===== src/rtl/reg_chain_monitor.sv =====
// Checks a serial register chain by comparing its taps against a local shift-register model.
// Optional capture of the first failing cycle is built when REG_CHAIN_MON_CAPTURE_EN is defined.
module reg_chain_monitor #(
    parameter int DEPTH         = 15,
    parameter int CNT_W         = 16,
    parameter int SETTLE_CYCLES = 15,
    parameter int CHECK_CYCLES  = 256
) (
    input  logic             newCLK,
    input  logic             global_reset,
    input  logic             in_bit,
    input  logic [DEPTH-1:0] taps,
    input  logic             start,
    output logic             busy,
    output logic             done,
    output logic             pass,
    output logic [CNT_W-1:0] err_count,
    output logic [3:0]       first_err_tap,
    output logic [CNT_W-1:0] first_err_cycle,
    output logic [DEPTH-1:0] cap_got,
    output logic [DEPTH-1:0] cap_exp
);

    typedef enum logic [1:0] {
        IDLE,
        SETTLE,
        CHECK,
        DONE
    } state_t;

    // The phase counter is sized for the longer phase, independent of CNT_W.
    localparam int PH_MAX = (SETTLE_CYCLES > CHECK_CYCLES) ? SETTLE_CYCLES : CHECK_CYCLES;
    localparam int PH_W   = (PH_MAX < 2) ? 1 : $clog2(PH_MAX);
    localparam logic [PH_W-1:0] SETTLE_LAST = PH_W'(SETTLE_CYCLES - 1);
    localparam logic [PH_W-1:0] CHECK_LAST  = PH_W'(CHECK_CYCLES - 1);

    state_t            state_q, state_d;
    logic [PH_W-1:0]   phase_q, phase_d;
    logic [DEPTH-1:0]  model;
    logic [DEPTH-1:0]  mis;
    logic [3:0]        low_tap;
    logic              start_ok;
    logic              hit;
    logic              first_hit;
    logic [CNT_W-1:0]  err_d;

    generate
        if (DEPTH == 1) begin : g_model_bit
            always_ff @(posedge newCLK) begin
                if (global_reset) model <= '0;
                else              model <= in_bit;
            end
        end else begin : g_model_shift
            // NOTE: sequential state uses <= so every register samples pre-edge values.
            always_ff @(posedge newCLK) begin
                if (global_reset) model <= '0;
                else              model <= {model[DEPTH-2:0], in_bit};
            end
        end
    endgenerate

    // Lowest mismatching tap wins: scan from the top so the last write is the lowest index.
    always_comb begin
        mis     = taps ^ model;
        low_tap = '0;
        for (int k = DEPTH - 1; k >= 0; k--) begin
            if (mis[k]) low_tap = 4'(k + 1);
        end
    end

    // NOTE: every always_comb output gets a default first so no latch is inferred.
    always_comb begin
        state_d  = state_q;
        phase_d  = phase_q;
        start_ok = 1'b0;
        case (state_q)
            IDLE, DONE: begin
                if (start) begin
                    state_d  = SETTLE;
                    phase_d  = '0;
                    start_ok = 1'b1;
                end
            end
            SETTLE: begin
                if (phase_q == SETTLE_LAST) begin
                    state_d = CHECK;
                    phase_d = '0;
                end else begin
                    phase_d = phase_q + 1'b1;
                end
            end
            CHECK: begin
                if (phase_q == CHECK_LAST) begin
                    state_d = DONE;
                    phase_d = '0;
                end else begin
                    phase_d = phase_q + 1'b1;
                end
            end
            default: begin
                state_d = IDLE;
                phase_d = '0;
            end
        endcase
    end

    always_comb begin
        hit       = (state_q == CHECK) && (mis != '0);
        first_hit = hit && (first_err_tap == '0);
        err_d     = err_count;
        if (start_ok) begin
            err_d = '0;
        end else if (hit && (err_count != '1)) begin
            err_d = err_count + 1'b1;
        end
    end

    always_ff @(posedge newCLK) begin
        if (global_reset) begin
            state_q         <= IDLE;
            phase_q         <= '0;
            err_count       <= '0;
            first_err_tap   <= '0;
            first_err_cycle <= '0;
            busy            <= 1'b0;
            done            <= 1'b0;
            pass            <= 1'b0;
        end else begin
            state_q   <= state_d;
            phase_q   <= phase_d;
            err_count <= err_d;
            busy      <= (state_d == SETTLE) || (state_d == CHECK);
            done      <= (state_d == DONE);
            pass      <= (state_d == DONE) && (err_d == '0);
            if (start_ok) begin
                first_err_tap   <= '0;
                first_err_cycle <= '0;
            end else if (first_hit) begin
                first_err_tap   <= low_tap;
                first_err_cycle <= CNT_W'(phase_q);
            end
        end
    end

`ifdef REG_CHAIN_MON_CAPTURE_EN
    always_ff @(posedge newCLK) begin
        if (global_reset || start_ok) begin
            cap_got <= '0;
            cap_exp <= '0;
        end else if (first_hit) begin
            cap_got <= taps;
            cap_exp <= model;
        end
    end
`else
    assign cap_got = '0;
    assign cap_exp = '0;
`endif

endmodule


===== config.mk =====
export PLATFORM = sky130hd
export DESIGN_NAME = reg_chain_monitor
export DESIGN_NICKNAME = d
export VERILOG_FILES = /design/src/rtl/reg_chain_monitor.sv
export SDC_FILE = /design/constraint.sdc
export NUM_CORES = 1
export LEC_CHECK = 0
export ABC_AREA = 1
export CORE_MARGIN = 5
export CORE_UTILIZATION = 23
export DETAILED_ROUTE_END_ITERATION = 6
export PLACE_DENSITY = 0.45
export SETUP_SLACK_MARGIN = 0.15
export SLEW_MARGIN = 20
export SYNTH_ARGS = -nofsm -noshare
export SYNTH_HDL_FRONTEND = slang
export SYNTH_SLANG_ARGS = --single-unit

===== constraint.sdc =====
create_clock -name newCLK -period 1.9 [get_ports newCLK]
set_clock_uncertainty 0.05 [all_clocks]
set_input_delay 0.19 -clock newCLK [delete_from_list [all_inputs] [get_ports newCLK]]
set_output_delay 0.19 -clock newCLK [all_outputs]
set_load 0.02 [all_outputs]

Word level (Yosys, flattened, before mapping):

Cells that the tools add are included.
W data, S select, Z words.

* bits in registers: 56
* latch bits: 0
* bits in writable memories: 0
* bits in read-only memories: 0
* bits of input ports: 19
* output and inout port bits: 69
* word-level logic and storage cells: 60
* memories: 0

* $add $sub $neg: 2
* multiply operators: 0
* divide/modulo/power cells: 0
* $lt $le $gt $ge: 0
* equal/unequal tests: 10
* shift-type cells: 0
* muxes and demuxes: 27
* bitwise logic cells: 1
* reduce and logical (&&, ||, !) cells: 11

Operators with widths (count)
* $mux W4: 15
* $mux W16: 2
* $mux W8: 3
* $pmux W8 S3: 1
* $add A16 B1 Y16 const B: 1
* $logic_not A16 Y1: 1
* $ne A16 B16 Y1 const B: 1
* $reduce_bool A15 Y1: 1
* $xor A15 B15 Y15: 1
* $add A8 B1 Y8 const B: 1
* $eq A2 B2 Y1 const B: 4
* $eq A8 B4 Y1 const B: 1
* $eq A8 B8 Y1 const B: 1
* $mux W2: 3
* $pmux W2 S3: 1
* $eq A2 B1 Y1 const B: 2
* $logic_and A1 B1 Y1: 4
* $logic_not A4 Y1: 1
* $reduce_or A2 Y1: 2
* $logic_not A2 Y1: 1
* $mux W1: 2
* $ne A2 B2 Y1 const B: 1
* $logic_or A1 B1 Y1: 1

Logic depth before layout (Yosys ltp):

* depth after elaboration: 16
* depth in mapped cells: 19
* gate-level depth less buffers: 19

Least setup slack after synthesis:

OpenSTA, ideal clock, no wires.

* kind: reg2reg
* start: register err_count[0]
* end: register pass
* arrival: 1.930 ns
* data required time: 1.738 ns
* slack: -0.192 ns
* cell stages (with the launch flop): 14
* period minus slack after synthesis: 2.092 ns
* path through: dfxtp_1 > ha_1 > nand3_1 > inv_1 > nand2_2 > nor3_2 > nand2_1 > and3_4 > buf_6 > o21ai_0 > nand2_1 > nand2_1 > nand3b_1 > nor2_1

* word-level cells in the longest chain between the ends: 6

Ends and longest elaborated chain
* start, declared: line 17 `output logic [CNT_W-1:0] err_count,`
* start signal, assigned: line 131 `err_count <= err_d;`
* parallel branches: the longest is 2 deep, another holds $add A16 B1 Y16
* $mux W16 (*): line 113 `end else if (hit && (err_count != '1)) begin`
* $mux W16 (*): line 111 `if (start_ok) begin`
* $logic_not A16 Y1 (*): line 134 `pass <= (state_d == DONE) && (err_d == '0);`
* $logic_and A1 B1 Y1 (*): line 134
* end signal, assigned: line 134
* end, declared: line 16 `output logic pass,`

Every way passes the cells marked *.
A chain may end at the register's enable or synchronous reset.

Worst setup path in the final report:

* start: register phase_q[0]
* end: register state_q[0]

* word-level cells in the longest chain between the ends: 3

Ends and longest elaborated chain
* start, declared: line 38 `logic [PH_W-1:0] phase_q, phase_d;`
* start signal, assigned: line 130 `phase_q <= phase_d;`
* $eq A8 B8 Y1 or $eq A8 B4 Y1 (tied branches): line 93, 85
* $mux W2, on equally long branches: line 93, 85
* $pmux W2 S3 (*): line 76 `case (state_q)`
* end signal, assigned: line 129 `state_q <= state_d;`
* end, declared: line 37 `state_t state_q, state_d;`

Mark *: on every way between the ends. The rest lies on a longest branch, timed or not.

==> flow_metrics.py <==
metrics = {
    "critical_path": {
        "critPathLaunch": "phase_q[0]",
        "crit_top_cell": "buf_4",
        "cp-start-kind": "register",
        "critPathMaxFanout": 2,
        "worstPathArrival_ns": 2.25,
        "cp_slowest_stage_delay_ns": 0.35,
        "cp_top_family": "buffers and inverters",
        "crit_path_top_delay_cell": "dfxtp_2",
        "critPathRequiredTime_ns": 2.09,
        "critPathKind": "reg2reg",
        "r2r_start": "phase_q[0]",
        "path_buf_inv": 6,
        "path_cells": "ha_4 > nand2_4 > nor2_4 > nand2_2 > nor2_4 > inv_2 > o31ai_4 > nand2_2 > buf_4 > buf_4 > buf_4 > buf_4 > buf_4 > a21oi_2",
        "worst_setup_path_end_kind": "register",
    },
    "timing": {
        "setup_ws_ns": -0.168,
        "setup_tns_ns": -0.431,
        "fmax_mhz": 484,
        "period_needed_ns": 2.07,
        "slew-limit-headroom_pct": 44.5,
        "worst_pin_slew_ns": 0.825,
        "slew_violations": 0,
        "timing.final.hold_violations": 0,
        "setup_viol": 3,
        "whs_ns": 0.346,
        "grt_setup_unrepaired": "true",
        "post-route-period-util_pct": 109,
    },
    "yosys": {
        "yosys.area.top_type_share_pct": 34.8,
        "synth_cell_types": 35,
        "syn_area_per_cell_um2": 6.79,
        "synth_top_flop_cell": "dfxtp_1",
        "yosysMostFrequentCell": "nand2_1",
        "yosysTopAreaCell": "dfxtp_1",
        "syn-cell-area_um2": 3220,
        "syn_inst": 475,
        "synth_common_cells": "nand2_1 (129), nor2_1 (63), inv_1 (61), dfxtp_1 (56), buf_4 (39)",
        "synth_edf_count": 0,
        "ys_seq_area_share_pct": 34.8,
        "async_flop_share_pct": 0,
        "synth_seq_cells": 56,
        "synth_area_leaders": "dfxtp_1 (35%), nand2_1 (15%), buf_4 (9.1%)",
        "ys_warn_count": 0,
    },
    "detailed_routing": {
        "drtIter0Drc": 100,
        "vias": 3404,
        "postRouteWirelength_um": 9830,
        "drc": 0,
        "ant_nets": 0,
        "viasPerCell": 4.17,
        "drt-pass1-iter-count": 4,
        "post_drt_wl_per_cell_um": 12.0,
    },
    "clock_network": {
        "clk_latency_ns": 0.30,
        "cts.sinks": 56,
        "cts_tree": "done",
        "ctsLongestPathBuffers": 2,
        "root_buffer": "clkbuf_16",
        "cts_buffers": 5,
        "htreeDepth": 2,
        "clk_pin_slew_ns": 0.08,
    },
    "cells_and_area": {
        "drive_gt1_share_pct": 42.4,
        "final_cell_area_um2": 5590,
        "antenna_cells": 0,
        "area_delta_synth_final_pct": 73.2,
        "stdcell_count": 817,
        "fin_nets": 662,
    },
    "die": {
        "die_y_um": 128,
        "rows": 43,
        "fp.dieW_um": 128,
        "die_area_um2": 16500,
        "io-pin-count": 88,
        "start_util_pct": 23.3,
        "coreArea_um2": 13800,
    },
    "place": {
        "dp_cells": 762,
        "placedInstanceArea_um2": 4290,
        "dp_slack_ns": -0.414,
        "portBuffers": 49,
        "globalplace.congestion": 0.865,
        "dp_hpwl_um": 6780,
    },
    "grt": {
        "grt_util_met2_pct": 18.9,
        "gr-usage-met3_pct": 3.57,
        "grt_pass1_vias": 3196,
        "top_usage_layer": "met2",
        "grt_pass1_wl_um": 15500,
        "gr-usage-met1_pct": 14.4,
        "grt_usage_pct": 11.5,
        "grt_max_degree": 22,
        "grt-ovfl-total": 0,
        "antenna_found_initial": 0,
    },
    "min_path": {
        "hold_path.class": "in2reg",
        "hp-start": "in_bit",
    },
    "pwr": {
        "ir_drop_v": 0.000321,
        "powerDensity_nw_per_um2": 460,
        "leakagePower_nw": 2.47,
    },
    "job": {
        "drv_cap": 0,
    },
    "status": {
        "status": "complete, but fails checks",
        "violations": "setup timing",
    },
}
-- placed cells by master, fill, tap and decap left out, drive strengths merged, types with 5 or more instances in the layout --
| cell | netlist | routed |
|---|---|---|
| nand3 | 22 | 22 |
| buf | 41 | 111 |
| conb | 1 | 38 |
| inv | 62 | 63 |
| clkdlybuf4s50 | 0 | 36 |
| clkbuf | 6 | 5 |
| dlymetal6s2s | 0 | 5 |
| xor2 | 18 | 18 |
| dlygate4sd2 | 0 | 8 |
| nor3 | 9 | 9 |
| a21oi | 22 | 22 |
| ha | 7 | 7 |
| nor2 | 65 | 65 |
| o21ai | 9 | 9 |
| nand2 | 132 | 134 |
| xnor2 | 8 | 8 |
| dfxtp | 56 | 56 |
-- final timing paths --
check / endpoint / slack [ns] / cells past startpoint
worst max-delay path: state_q[0] / -0.17 / 14
worst min-delay path: model[0] / 0.35 / 3
worst max register to register: state_q[0] / -0.17 / 14
worst min register to register: model[7] / 0.38 / 2
-- layer usage --
| layer | wire length (um) | up-vias | share of wire [%] |
|---|---|---|---|
| met2 | 4770 | 108 | 49 |
| met1 | 4140 | 1571 | 42 |
| met3 | 737 | 15 | 7.5 |
| met5 | 0 | - | 0 |
| met4 | 176 | 0 | 1.8 |
| li1 | - | 1710 | - |
-- cells by family after synthesis --
| group | after synthesis | share of synthesized area (%) |
|---|---|---|
| flip-flops | 56 | 34.8 |
| AO/OA/AOI/OAI | 41 | 7.61 |
| buffers and inverters | 109 | 17.5 |
| AND/OR/NAND/NOR | 235 | 30.2 |
| XOR/XNOR | 26 | 7.06 |
| adder cells (fa/ha/maj) | 7 | 2.72 |
| other | 1 | 0.116 |
-- power by group --
group	switching, mW	internal (mW)
clock	0.467	0.503
sequential	0.00760	1.18
combinational	0.249	0.167
-- worst min-delay path, stage by stage --
cell and delay, ns:
clkdlybuf4s50_1 0.39, inv_1 0.05, nor2_1 0.03
-- metrics by stage --
stage                     total power [mW]  util, %
after floorplan                       1.46        -
after detailed placement              1.53     31.1
after global routing                  2.71     40.4
after CTS                             2.56     35.3
final                                 2.57     40.4
after global placement                1.53     31.1
-- final cells by class --
cell class | count | area [um2]
Clock buffer | 5 | 125
Clock inverter | 3 | 26.3
Fill cell | 1382 | 8240
Inverter | 62 | 250
Multi-Input combinational cell | 350 | 2310
Sequential cell | 56 | 1160
Tap cell | 180 | 225
Timing Repair Buffer | 160 | 1480
Timing Repair inverter | 1 | 7.51
-- flip-flops by register name, indices dropped and copies added (netlist names) --
signal / cells
err_count: 16
model: 15
first_err_cycle: 8
phase_q: 8
first_err_tap: 4
state_q: 2
busy: 1
done: 1
pass: 1
-- repair_timing --
item                       in CTS  in global routing
cloned                          3                  2
hold buffers                    0                  0
buffers inserted               23                 19
pin swaps                      18                 57
setup endpoints to repair      33                 39
resized for setup              76                134
No activity file was read; power rests on OpenSTA's default activity.
